$ cat src/rtl/usb_tx_encoder.sv
// USB transmit encoder: turns a byte stream into D+/D- line levels.
// The packet is framed as SYNC, then the data bytes (LSB first, NRZI coded and
// bit stuffed), then EOP. A single holding register decouples the byte source
// from the bit-serial shift register.
module usb_tx_encoder #(
   parameter int unsigned CLKS_PER_BIT = 8
) (
   input  logic       clk,
   input  logic       rst,
   input  logic [7:0] tx_data,
   input  logic       tx_valid,
   input  logic       tx_last,
   output logic       tx_ready,
   output logic       dplus_out,
   output logic       dminus_out,
   output logic       tx_busy,
   output logic       tx_error
);

   localparam int unsigned     CntW     = $clog2(CLKS_PER_BIT);
   localparam logic [CntW-1:0] CntMax   = CntW'(CLKS_PER_BIT - 1);
   localparam logic [1:0]      LineJ    = 2'b10;
   localparam logic [1:0]      LineSe0  = 2'b00;
   localparam logic [7:0]      SyncByte = 8'h80;

   typedef enum logic [2:0] {StIdle, StSync, StData, StEopSe0, StEopJ} state_e;

   state_e          st_q, st_d;
   logic [CntW-1:0] cnt_q, cnt_d;
   logic [3:0]      idx_q, idx_d;            // next bit of shift_q to send; 8 = byte exhausted
   logic [7:0]      shift_q, shift_d;
   logic            shift_last_q, shift_last_d;
   logic [7:0]      hold_q, hold_d;
   logic            hold_full_q, hold_full_d;
   logic            last_acc_q, last_acc_d;  // tx_last already taken for this packet
   logic [2:0]      ones_q, ones_d;
   logic [1:0]      line_q, line_d;          // {D+, D-}
   logic            eop_bit_q, eop_bit_d;
   logic            err_q, err_d;

   logic            accept, wrap, send, tx_bit, eop_start, next_last;
   logic [7:0]      next_byte;

   assign tx_ready   = !hold_full_q && !last_acc_q &&
                       ((st_q == StIdle) || (st_q == StSync) || (st_q == StData));
   assign tx_busy    = (st_q != StIdle);
   assign tx_error   = err_q;
   assign dplus_out  = line_q[1];
   assign dminus_out = line_q[0];

   // Next state: byte intake, bit-time sequencing, stuffing, NRZI and EOP framing
   always_comb begin
      st_d         = st_q;
      cnt_d        = cnt_q;
      idx_d        = idx_q;
      shift_d      = shift_q;
      shift_last_d = shift_last_q;
      hold_d       = hold_q;
      hold_full_d  = hold_full_q;
      last_acc_d   = last_acc_q;
      ones_d       = ones_q;
      line_d       = line_q;
      eop_bit_d    = eop_bit_q;
      err_d        = 1'b0;
      send         = 1'b0;
      tx_bit       = 1'b1;
      eop_start    = 1'b0;

      wrap      = (cnt_q == CntMax);
      accept    = tx_valid && tx_ready;
      // A byte offered on the very boundary cycle is used directly
      next_byte = hold_full_q ? hold_q : tx_data;
      next_last = hold_full_q ? last_acc_q : tx_last;

      if (accept) begin
         hold_d      = tx_data;
         hold_full_d = 1'b1;
         last_acc_d  = last_acc_q | tx_last;
      end

      unique case (st_q)
         StIdle: begin
            cnt_d = '0;
            if (accept) begin
               // First SYNC bit goes out on the next cycle
               st_d         = StSync;
               shift_d      = SyncByte;
               shift_last_d = 1'b0;
               idx_d        = 4'd1;
               ones_d       = '0;
               tx_bit       = SyncByte[0];
               send         = 1'b1;
            end
         end
         StSync, StData: begin
            cnt_d = wrap ? '0 : cnt_q + 1'b1;
            if (wrap) begin
               if (ones_q == 3'd6) begin
                  tx_bit = 1'b0;  // stuffed bit, no data consumed
                  send   = 1'b1;
               end else if (idx_q != 4'd8) begin
                  tx_bit = shift_q[idx_q[2:0]];
                  send   = 1'b1;
                  idx_d  = idx_q + 4'd1;
               end else if (shift_last_q) begin
                  eop_start = 1'b1;
               end else if (hold_full_q || accept) begin
                  st_d         = StData;
                  shift_d      = next_byte;
                  shift_last_d = next_last;
                  hold_full_d  = 1'b0;
                  idx_d        = 4'd1;
                  tx_bit       = next_byte[0];
                  send         = 1'b1;
               end else begin
                  err_d     = 1'b1;  // underrun
                  eop_start = 1'b1;
               end
            end
         end
         StEopSe0: begin
            cnt_d = wrap ? '0 : cnt_q + 1'b1;
            if (wrap) begin
               eop_bit_d = 1'b1;
               if (eop_bit_q) begin
                  st_d      = StEopJ;
                  line_d    = LineJ;
                  eop_bit_d = 1'b0;
               end
            end
         end
         StEopJ: begin
            cnt_d = wrap ? '0 : cnt_q + 1'b1;
            if (wrap) begin
               st_d       = StIdle;
               last_acc_d = 1'b0;
            end
         end
         default: st_d = StIdle;
      endcase

      // NRZI: a 0 toggles J<->K, a 1 holds the line
      if (send) begin
         line_d = tx_bit ? line_q : ~line_q;
         ones_d = tx_bit ? ones_q + 3'd1 : 3'd0;
      end
      if (eop_start) begin
         st_d      = StEopSe0;
         line_d    = LineSe0;
         eop_bit_d = 1'b0;
         ones_d    = '0;
      end
   end

   // State registers with synchronous reset to an idle J line
   always_ff @(posedge clk) begin
      if (rst) begin
         st_q         <= StIdle;
         cnt_q        <= '0;
         idx_q        <= '0;
         shift_q      <= '0;
         shift_last_q <= 1'b0;
         hold_q       <= '0;
         hold_full_q  <= 1'b0;
         last_acc_q   <= 1'b0;
         ones_q       <= '0;
         line_q       <= LineJ;
         eop_bit_q    <= 1'b0;
         err_q        <= 1'b0;
      end else begin
         st_q         <= st_d;
         cnt_q        <= cnt_d;
         idx_q        <= idx_d;
         shift_q      <= shift_d;
         shift_last_q <= shift_last_d;
         hold_q       <= hold_d;
         hold_full_q  <= hold_full_d;
         last_acc_q   <= last_acc_d;
         ones_q       <= ones_d;
         line_q       <= line_d;
         eop_bit_q    <= eop_bit_d;
         err_q        <= err_d;
      end
   end

endmodule
$ cat config.mk
export PLATFORM = sky130hd
export DESIGN_NAME = usb_tx_encoder
export DESIGN_NICKNAME = d
export VERILOG_FILES = /design/src/rtl/usb_tx_encoder.sv
export SDC_FILE = /design/constraint.sdc
export NUM_CORES = 1
export LEC_CHECK = 0
export CELL_PAD_IN_SITES_DETAIL_PLACEMENT = 0
export CELL_PAD_IN_SITES_GLOBAL_PLACEMENT = 2
export CORE_UTILIZATION = 35
export DETAILED_ROUTE_END_ITERATION = 8
export HOLD_SLACK_MARGIN = 0.02
export PLACE_DENSITY_LB_ADDON = 0.1
export SETUP_SLACK_MARGIN = 0.15
export SYNTH_ARGS = -nofsm -noshare
export SYNTH_HDL_FRONTEND = slang
export SYNTH_SLANG_ARGS = --single-unit
export TNS_END_PERCENT = 30
$ cat constraint.sdc
create_clock -name clk -period 3.96 [get_ports clk]
set_clock_uncertainty 0.2 [all_clocks]
set_input_delay 0.792 -clock clk [delete_from_list [all_inputs] [get_ports clk]]
set_output_delay 0.792 -clock clk [all_outputs]
set_load 0.05 [all_outputs]
Word level (Yosys, flattened, before mapping)
Cells that the tools add are included.
{"block": "word_totals", "regBits": 36, "in_bits": 12, "out_inout_bits": 5}
{"block": "classes", "n_addsub": 3, "order_cmp": 1, "n_eq_ne": 29, "mux": 79, "n_bitwise": 4, "n_reduce_logical": 33}
{"operator": "$mux 8", "count": 7}
{"operator": "$mux 3", "count": 14}
{"operator": "$mux 1", "count": 37}
{"operator": "$ne 3x3->1 const B", "count": 11}
{"operator": "$mux 4", "count": 6}
{"operator": "$ne 2x2->1 const B", "count": 10}
{"operator": "$reduce_and 9->1", "count": 2}
{"operator": "$pmux 8 s2", "count": 1}
{"operator": "$mux 2", "count": 7}
{"operator": "$reduce_bool 2->1", "count": 7}
{"operator": "$pmux 3 s4", "count": 1}
{"operator": "$reduce_bool 3->1", "count": 4}
{"operator": "$eq 3x3->1 const B", "count": 3}
{"operator": "$pmux 4 s2", "count": 1}
{"operator": "$reduce_and 4->1", "count": 2}
{"operator": "$reduce_and 7->1", "count": 1}
{"operator": "$add 3x1->3 const B", "count": 2}
{"operator": "$eq 3x2->1 const B", "count": 2}
{"operator": "$pmux 1 s2", "count": 3}
{"operator": "$pmux 3 s2", "count": 1}
{"operator": "$reduce_and 6->1", "count": 1}
{"operator": "$reduce_or 6->1", "count": 1}
{"operator": "$reduce_and 5->1", "count": 1}
{"operator": "$add 4x1->4 const B", "count": 1}
{"operator": "15 further kinds", "count": 23}

Longest topological paths before layout
Gate-level depths: netlist of run 1.
{"block": "depth", "ltp_word": 15, "mapped_depth": 8, "depth_no_buf": 8}

Worst setup path before layout of run 1
Ideal clock, no wire load.
{"block": "synth_path", "path_type": "register to output", "startpoint": "register st_q[1]", "endpoint": "output tx_ready", "arrival_time_ns": 1.412, "t_required_ns": 2.968, "setup_slack_ns": 1.556, "stages_incl_launch_ff": 4, "path_cell_list": "dfxtp_1 > buf_6 > a211o_1 > nor2_1"}
{"block": "synth_via", "elab_chain_len": 4, "elab_cells_between_ends": 6, "cone_classes": "eq/ne: 2; reduce/logical: 4"}
{"element": "start, declared", "line": "28", "rtl": "state_e st_q, st_d;"}
{"element": "start signal, assigned", "line": "158", "rtl": "st_q <= StIdle;"}
{"element": "start signal, assigned", "line": "171", "rtl": "st_q <= st_d;"}
{"element": "$eq 3x1->1 or $logic_not 3->1 (tied branches)", "line": "45", "rtl": "((st_q == StIdle) || (st_q == StSync) || (st_q == StData));"}
{"element": "$logic_or 1x1->1", "line": "45"}
{"element": "$logic_or 1x1->1 (*)", "line": "45"}
{"element": "$logic_and 1x1->1 (*)", "line": "44", "rtl": "assign tx_ready = !hold_full_q && !last_acc_q &&"}
{"element": "end, declared", "line": "13", "rtl": "output logic tx_ready,"}
Mark *: on every way between the ends. The rest lies on a longest branch, timed or not.

Worst setup path after layout of run 1
{"block": "layout_path", "startpoint": "register st_q[2]", "endpoint": "output tx_busy"}
{"block": "layout_via", "elab_chain_len": 1}
{"element": "$reduce_bool 3->1", "line": "46", "rtl": "assign tx_busy = (st_q != StIdle);"}
{"element": "end, declared", "line": "16", "rtl": "output logic tx_busy,"}
Every way passes these cells.

==> results.sh, run 1 <==
export IMPL_synth_seq_cells=36
export IMPL_arrival_ns=2.28
export IMPL_yosysWarnings=0
export IMPL_fmax_mhz=306.0
export IMPL_fp_dieW_um=77.96
export IMPL_numClockSinks=36
export IMPL_ys_types=53
export IMPL_synth_largest_area_cell="dfxtp_1"
export IMPL_firstDrtPassIters=4
export IMPL_syn_to_final_growth_pct=14.44
export IMPL_whs_ns=0.2653
export IMPL_maxSlewViolCount=0
export IMPL_dp_hpwl_um=3394
export IMPL_hold_viol_final=0
export IMPL_synth_top_area_share_pct=35.69
export IMPL_dp_slack_ns=0.9568
export IMPL_fin_ws_ns=0.6918
export IMPL_cp_data_required_time_ns=2.97
export IMPL_grt_pass1_wl_um=7838
export IMPL_status="completed"
export IMPL_worstSetupPathType="flip-flop to primary output"
export IMPL_powerDensity_nw_per_um2=368.3
export IMPL_p_switching_uw=242.9
export IMPL_remaining_drc_errors=0
export IMPL_dieHeight_um=77.96
export IMPL_synth_edff_count=0
export IMPL_cts_buffer_depth=2
export IMPL_synthFlopType="dfxtp_1"
export IMPL_clkLatencyLatePin_ns=0.29
export IMPL_syn_inst=228
export IMPL_synth_avg_cell_area_sq_um=8.857
export IMPL_yosysSeqAreaShare_pct=35.69
export IMPL_cts_root_buf="clkbuf_8"
export IMPL_fin_cells=312
export IMPL_cts_tree="built"
export IMPL_finalCritPeriodShare_pct=82.53
export IMPL_track_usage_pct=16.82
export IMPL_rsz0062_at_grt="false"
export IMPL_cap_violations=0
export IMPL_clkPwrFrac_pct=32.9
export IMPL_critPathMaxFanout=21
export IMPL_grt_max_degree=32
export IMPL_ioPinCount=17
export IMPL_hold_path_class="flip-flop to flip-flop"
export IMPL_combPwrFrac_pct=20.4
export IMPL_initial_core_util_pct=36.45
export IMPL_core_area_sq_um=5540
export IMPL_syn_num_nets=246
export IMPL_routed_via_density=5.263
export IMPL_synthTopCellsByArea="dfxtp_1, mux2i_1, nor2_1"
export IMPL_die_area_sq_um=6078
export IMPL_drt_total_wl_um=4615
export IMPL_swShare_pct=28.54
export IMPL_num_vias=1642
export IMPL_slew_headroom_pct=54.45
export IMPL_grt_pass1_vias=1606
export IMPL_worst_slew_pin_slew_ns=0.6781
export IMPL_nNetsFinal=258
export IMPL_yosys_top_cells_count="nor2_1, dfxtp_1, mux2i_1"
export IMPL_path_clk_slew_ns=0.07
export IMPL_seqCellArea_sq_um=720.7
export IMPL_postRouteAntennaNets=0
export IMPL_portBuffers=16
export IMPL_grt_overflow=0
export IMPL_antenna_found_initial=0
export IMPL_gp_congestion=0.7728
export IMPL_cts_made_buffers=5
export IMPL_power_leakage_uw=0.0008781
export IMPL_multiInputGateArea_sq_um=1187
export IMPL_placedCellCount=305
export IMPL_peakVddDrop_mv=0.1307
export IMPL_synth_most_common_cell="nor2_1"
export IMPL_cts_setup_buffers=0
export IMPL_intPower_uw=608.3
export IMPL_htreeDepth=2
export IMPL_fillers=588
export IMPL_ctsResizeCount=0
export IMPL_tns_ns=0
export IMPL_setup_violations=0
export IMPL_r2r_setup_slack_ns=1.39
export IMPL_drt_iter0_drc=115
export IMPL_cts_hold_buffers=0
export IMPL_critPathLaunchType="flip-flop"
export IMPL_p_seq_share_pct=46.6
export IMPL_synth_async_sr_flop_share_pct=0
export IMPL_wl_per_cell_um=14.79
export IMPL_row_count=27
export IMPL_min_period_ns=3.268
export IMPL_diodes=0
export IMPL_synth_area_sq_um=2019
export IMPL_crit_path_end_kind="primary output"
export IMPL_layout_drive_gt1_share_pct=12.08
==> layout by cell type, fill, tap and decap left out, types with 4 or more instances in the layout <==
master,instances
mux2i_1,23
clkbuf_8,7
buf_4,4
clkdlybuf4s50_1,16
nand2_1,16
inv_1,7
nor2_1,40
a21oi_1,11
nand3_1,5
ha_1,6
dfxtp_1,36
nor3_1,7
==> per-layer routing <==
layer	global-route usage, %	up-vias	share of wire [%]
met4	5.926	0	2.0
met5	0	-	0
met2	29.82	20	50
met3	3.176	8	2.5
met1	20.14	786	46
li1	-	828	-
==> through the flow <==
stage / area, sq um / utilization (%) / power (uW)
5_1_grt: 2311 / 41.71 / 900.3
3_3_place_gp: 2215 / 39.97 / 577.2
4_1_cts: 2311 / 41.71 / 865.9
6_report: 2311 / 41.71 / 851.2
3_5_place_dp: 2215 / 39.97 / 581.1
2_1_floorplan: 2019 / - / 532.4
==> flip-flops by register name (all words and copies together) (netlist names) <==
signal / cells
shift_last_q: 1
hold_full_q: 1
st_q: 3
tx_error: 1
hold_q: 8
last_acc_q: 1
line_q: 2
cnt_q: 3
ones_q: 3
idx_q: 4
eop_bit_q: 1
shift_q: 8
==> area by class of cell <==
type,count,area share [%]
well taps,72,3.898
repair buffers,20,8.230
multi-input cells,170,51.38
inverters,7,1.137
clock buffers,7,4.169
flip-flops and latches,36,31.19
==> cells by family after synthesis <==
kind of cell	after synthesis	share of synthesized area, %
buf+inv	22	5.514
fa+ha+maj	6	3.717
simple gates	98	23.98
mux	25	13.63
xor+xnor	4	2.107
compound gates	37	15.37
flops	36	35.69
==> power by group through the flow <==
stage | clock (uW) | sequential [uW] | combinational [uW]
final | 280 | 397 | 174
after CTS | 293 | 397 | 176
after floorplan | 0 | 407 | 125
after detailed placement | 0 | 405 | 176
after global routing | 311 | 400 | 190
after global placement | 0 | 405 | 173
==> critical path, stage by stage, from the launching register on <==
cell	delay, ns
dfxtp_1	0.74
or3_1	0.38
clkdlybuf4s50_1	0.86
==> worst paths after layout <==
| path | from | to | depth (start not counted) |
|---|---|---|---|
| worst max-delay path | st_q[2] | tx_busy | 2 |
| worst min-delay path | line_q[0] | line_q[0] | 1 |
| worst max register to register | cnt_q[0] | idx_q[3] | 8 |
| worst min register to register | line_q[0] | line_q[0] | 1 |
Note: power is estimated with default switching activity, not from simulation.
==> inputs of run 2 (changes only) <==
Settings changed: CORE_UTILIZATION 35 to 32.
Clock period 3.96 ns to 2.9 ns, I/O delays scaled along.
==> run 2 against run 1 <==
Against the previous run: utilization shrank 2.9 points; clock-buffer cell count did not move; design area increased by 0.60%; sequential share of layout area is 0.18 points lower; non-clock buffer count increased by 2; highest routed layer unchanged.
==> results.sh, run 2 (same netlist as run 1, synthesis figures left out) <==
export IMPL_syn_to_final_growth_pct=15.12
export IMPL_firstDrtPassIters=4
export IMPL_combPwrFrac_pct=19.8
export IMPL_gp_congestion=0.8941
export IMPL_r2r_start="hold_full_q"
export IMPL_cpPeakStageDelay_ns=0.57
export IMPL_die_area_sq_um=6632
export IMPL_antenna_found_initial=0
export IMPL_layout_common_cells="nor2_1, dfxtp_1, mux2i_1, nand2_1, clkdlybuf4s50_1"
export IMPL_initial_core_util_pct=33.71
export IMPL_finish_utilization_pct=38.81
export IMPL_fp_dieW_um=81.44
export IMPL_arrival_ns=2.47
export IMPL_path_clk_slew_ns=0.07
export IMPL_crit_chain="clkdlybuf4s50_1, nor3b_1, o32ai_2, a311oi_4, nand4_1, xor2_1, nor3_2"
export IMPL_grt_pass1_vias=1787
export IMPL_num_vias=1694
export IMPL_critPathLaunchType="input pin"
export IMPL_swShare_pct=28.88
export IMPL_portBuffers=16
export IMPL_slowest_stage="clkdlybuf4s50_1"
export IMPL_hold_depth=1
export IMPL_grt_overflow=0
export IMPL_row_count=28
export IMPL_drt_total_wl_um=4873
export IMPL_cts_root_buf="clkbuf_8"
export IMPL_power_leakage_uw=0.0008911
export IMPL_r2r_setup_slack_ns=0.52
export IMPL_dieHeight_um=81.44
export IMPL_setup_violations=0
export IMPL_cts_buffer_depth=2
export IMPL_p_seq_share_pct=47.1
export IMPL_diodes=0
export IMPL_fillers=614
export IMPL_reg2reg_to="line_q[1]"
export IMPL_worstSetupPathType="input pin to flip-flop"
export IMPL_wl_per_cell_um=15.37
export IMPL_reg_top3="hold_q x8, shift_q x8, idx_q x4"
export IMPL_rsz0062_at_grt="false"
export IMPL_intPower_uw=829.5
export IMPL_min_to="line_q[0]"
export IMPL_ioPinCount=17
export IMPL_nNetsFinal=260
export IMPL_drt_iter0_drc=109
export IMPL_ctsResizeCount=0
export IMPL_maxSlewViolCount=0
export IMPL_cp_data_required_time_ns=2.87
export IMPL_crit_path_end_kind="flip-flop"
export IMPL_grt_pass1_wl_um=8300
export IMPL_finalCritPeriodShare_pct=85.88
export IMPL_hold_viol_final=0
export IMPL_dp_hpwl_um=3675
export IMPL_routed_via_density=5.344
export IMPL_tns_ns=0
export IMPL_core_area_sq_um=5991
export IMPL_grt_max_degree=16
export IMPL_rr_worst_depth=5
export IMPL_fmax_mhz=401.5
export IMPL_status="completed"
export IMPL_whs_ns=0.2681
export IMPL_htreeDepth=2
export IMPL_peakVddDrop_mv=0.1958
export IMPL_remaining_drc_errors=0
export IMPL_track_usage_pct=16.82
export IMPL_p_switching_uw=336.9
export IMPL_cts_hold_buffers=0
export IMPL_cts_made_buffers=5
export IMPL_layout_commonest_cell="nor2_1"
export IMPL_postRouteAntennaNets=0
export IMPL_numClockSinks=36
export IMPL_clkLatencyLatePin_ns=0.28
export IMPL_cts_setup_buffers=0
export IMPL_critPathMaxFanout=5
export IMPL_powerDensity_nw_per_um2=501.7
export IMPL_hp_start="line_q[0]"
export IMPL_cts_tree="built"
export IMPL_worst_slew_pin_slew_ns=0.7728
export IMPL_hold_path_class="flip-flop to flip-flop"
export IMPL_cap_violations=0
export IMPL_layout_drive_gt1_share_pct=13.64
export IMPL_clkPwrFrac_pct=33.1
export IMPL_slew_headroom_pct=48.41
export IMPL_min_period_ns=2.490
-- run 2: worst max-delay path by stage --
stage	start	to	slack (ns)	cells after the start
after CTS	tx_valid	idx_q[3]	0.43	7
after global routing	tx_valid	idx_q[3]	0.30	7
final	tx_valid	idx_q[3]	0.41	7
after detailed placement	tx_valid	idx_q[3]	0.15	7
after floorplan	st_q[1]	tx_ready	0.71	3
after global placement	tx_valid	idx_q[3]	0.21	7
-- run 2: through the flow --
step | setup slack, ns | cells | instance area (sq um) | total power, uW
after floorplan | 0.7082 | 228 | 2019 | 727.0
after global placement | 0.2105 | 310 | 2228 | 787.3
after detailed placement | 0.1455 | 310 | 2228 | 793.4
after CTS | 0.4343 | 317 | 2325 | 1185
after global routing | 0.2971 | 317 | 2325 | 1230
final | 0.4095 | 317 | 2325 | 1166
-- run 2: final cells by class --
class / count / area [sq um] / share of cell area (%)
multi-input combinational: 170 / 1187 / 51.08
sequential: 36 / 720.7 / 31.00
timing repair buffer: 22 / 200.2 / 8.611
clock buffer: 7 / 96.34 / 4.144
tap: 75 / 93.84 / 4.037
inverter: 7 / 26.28 / 1.130
-- run 2: power groups by stage --
stage / combinational [uW] / sequential (uW) / clock (uW)
floorplan: 171 / 556 / 0
detailed placement: 232 / 561 / 0
global placement: 227 / 560 / 0
global route: 255 / 555 / 420
CTS: 233 / 549 / 403
finish: 231 / 550 / 386
-- run 2: critical path: cells and delay by family --
kind / cells / cell delay (ns)
xor gates and xnor gates: 1 / 0.19
buffers and inverters: 1 / 0.57
and+or+nand+nor: 3 / 0.56
AOI/OAI and AO/OA: 2 / 0.56
-- run 2: metal layers --
metal	GRT usage [%]	share of wire [%]	vias to the layer above
met1	18.70	43	822
li1	-	-	838
met4	7.321	2.3	0
met3	3.556	1.9	10
met5	0	0	-
met2	30.58	52	24
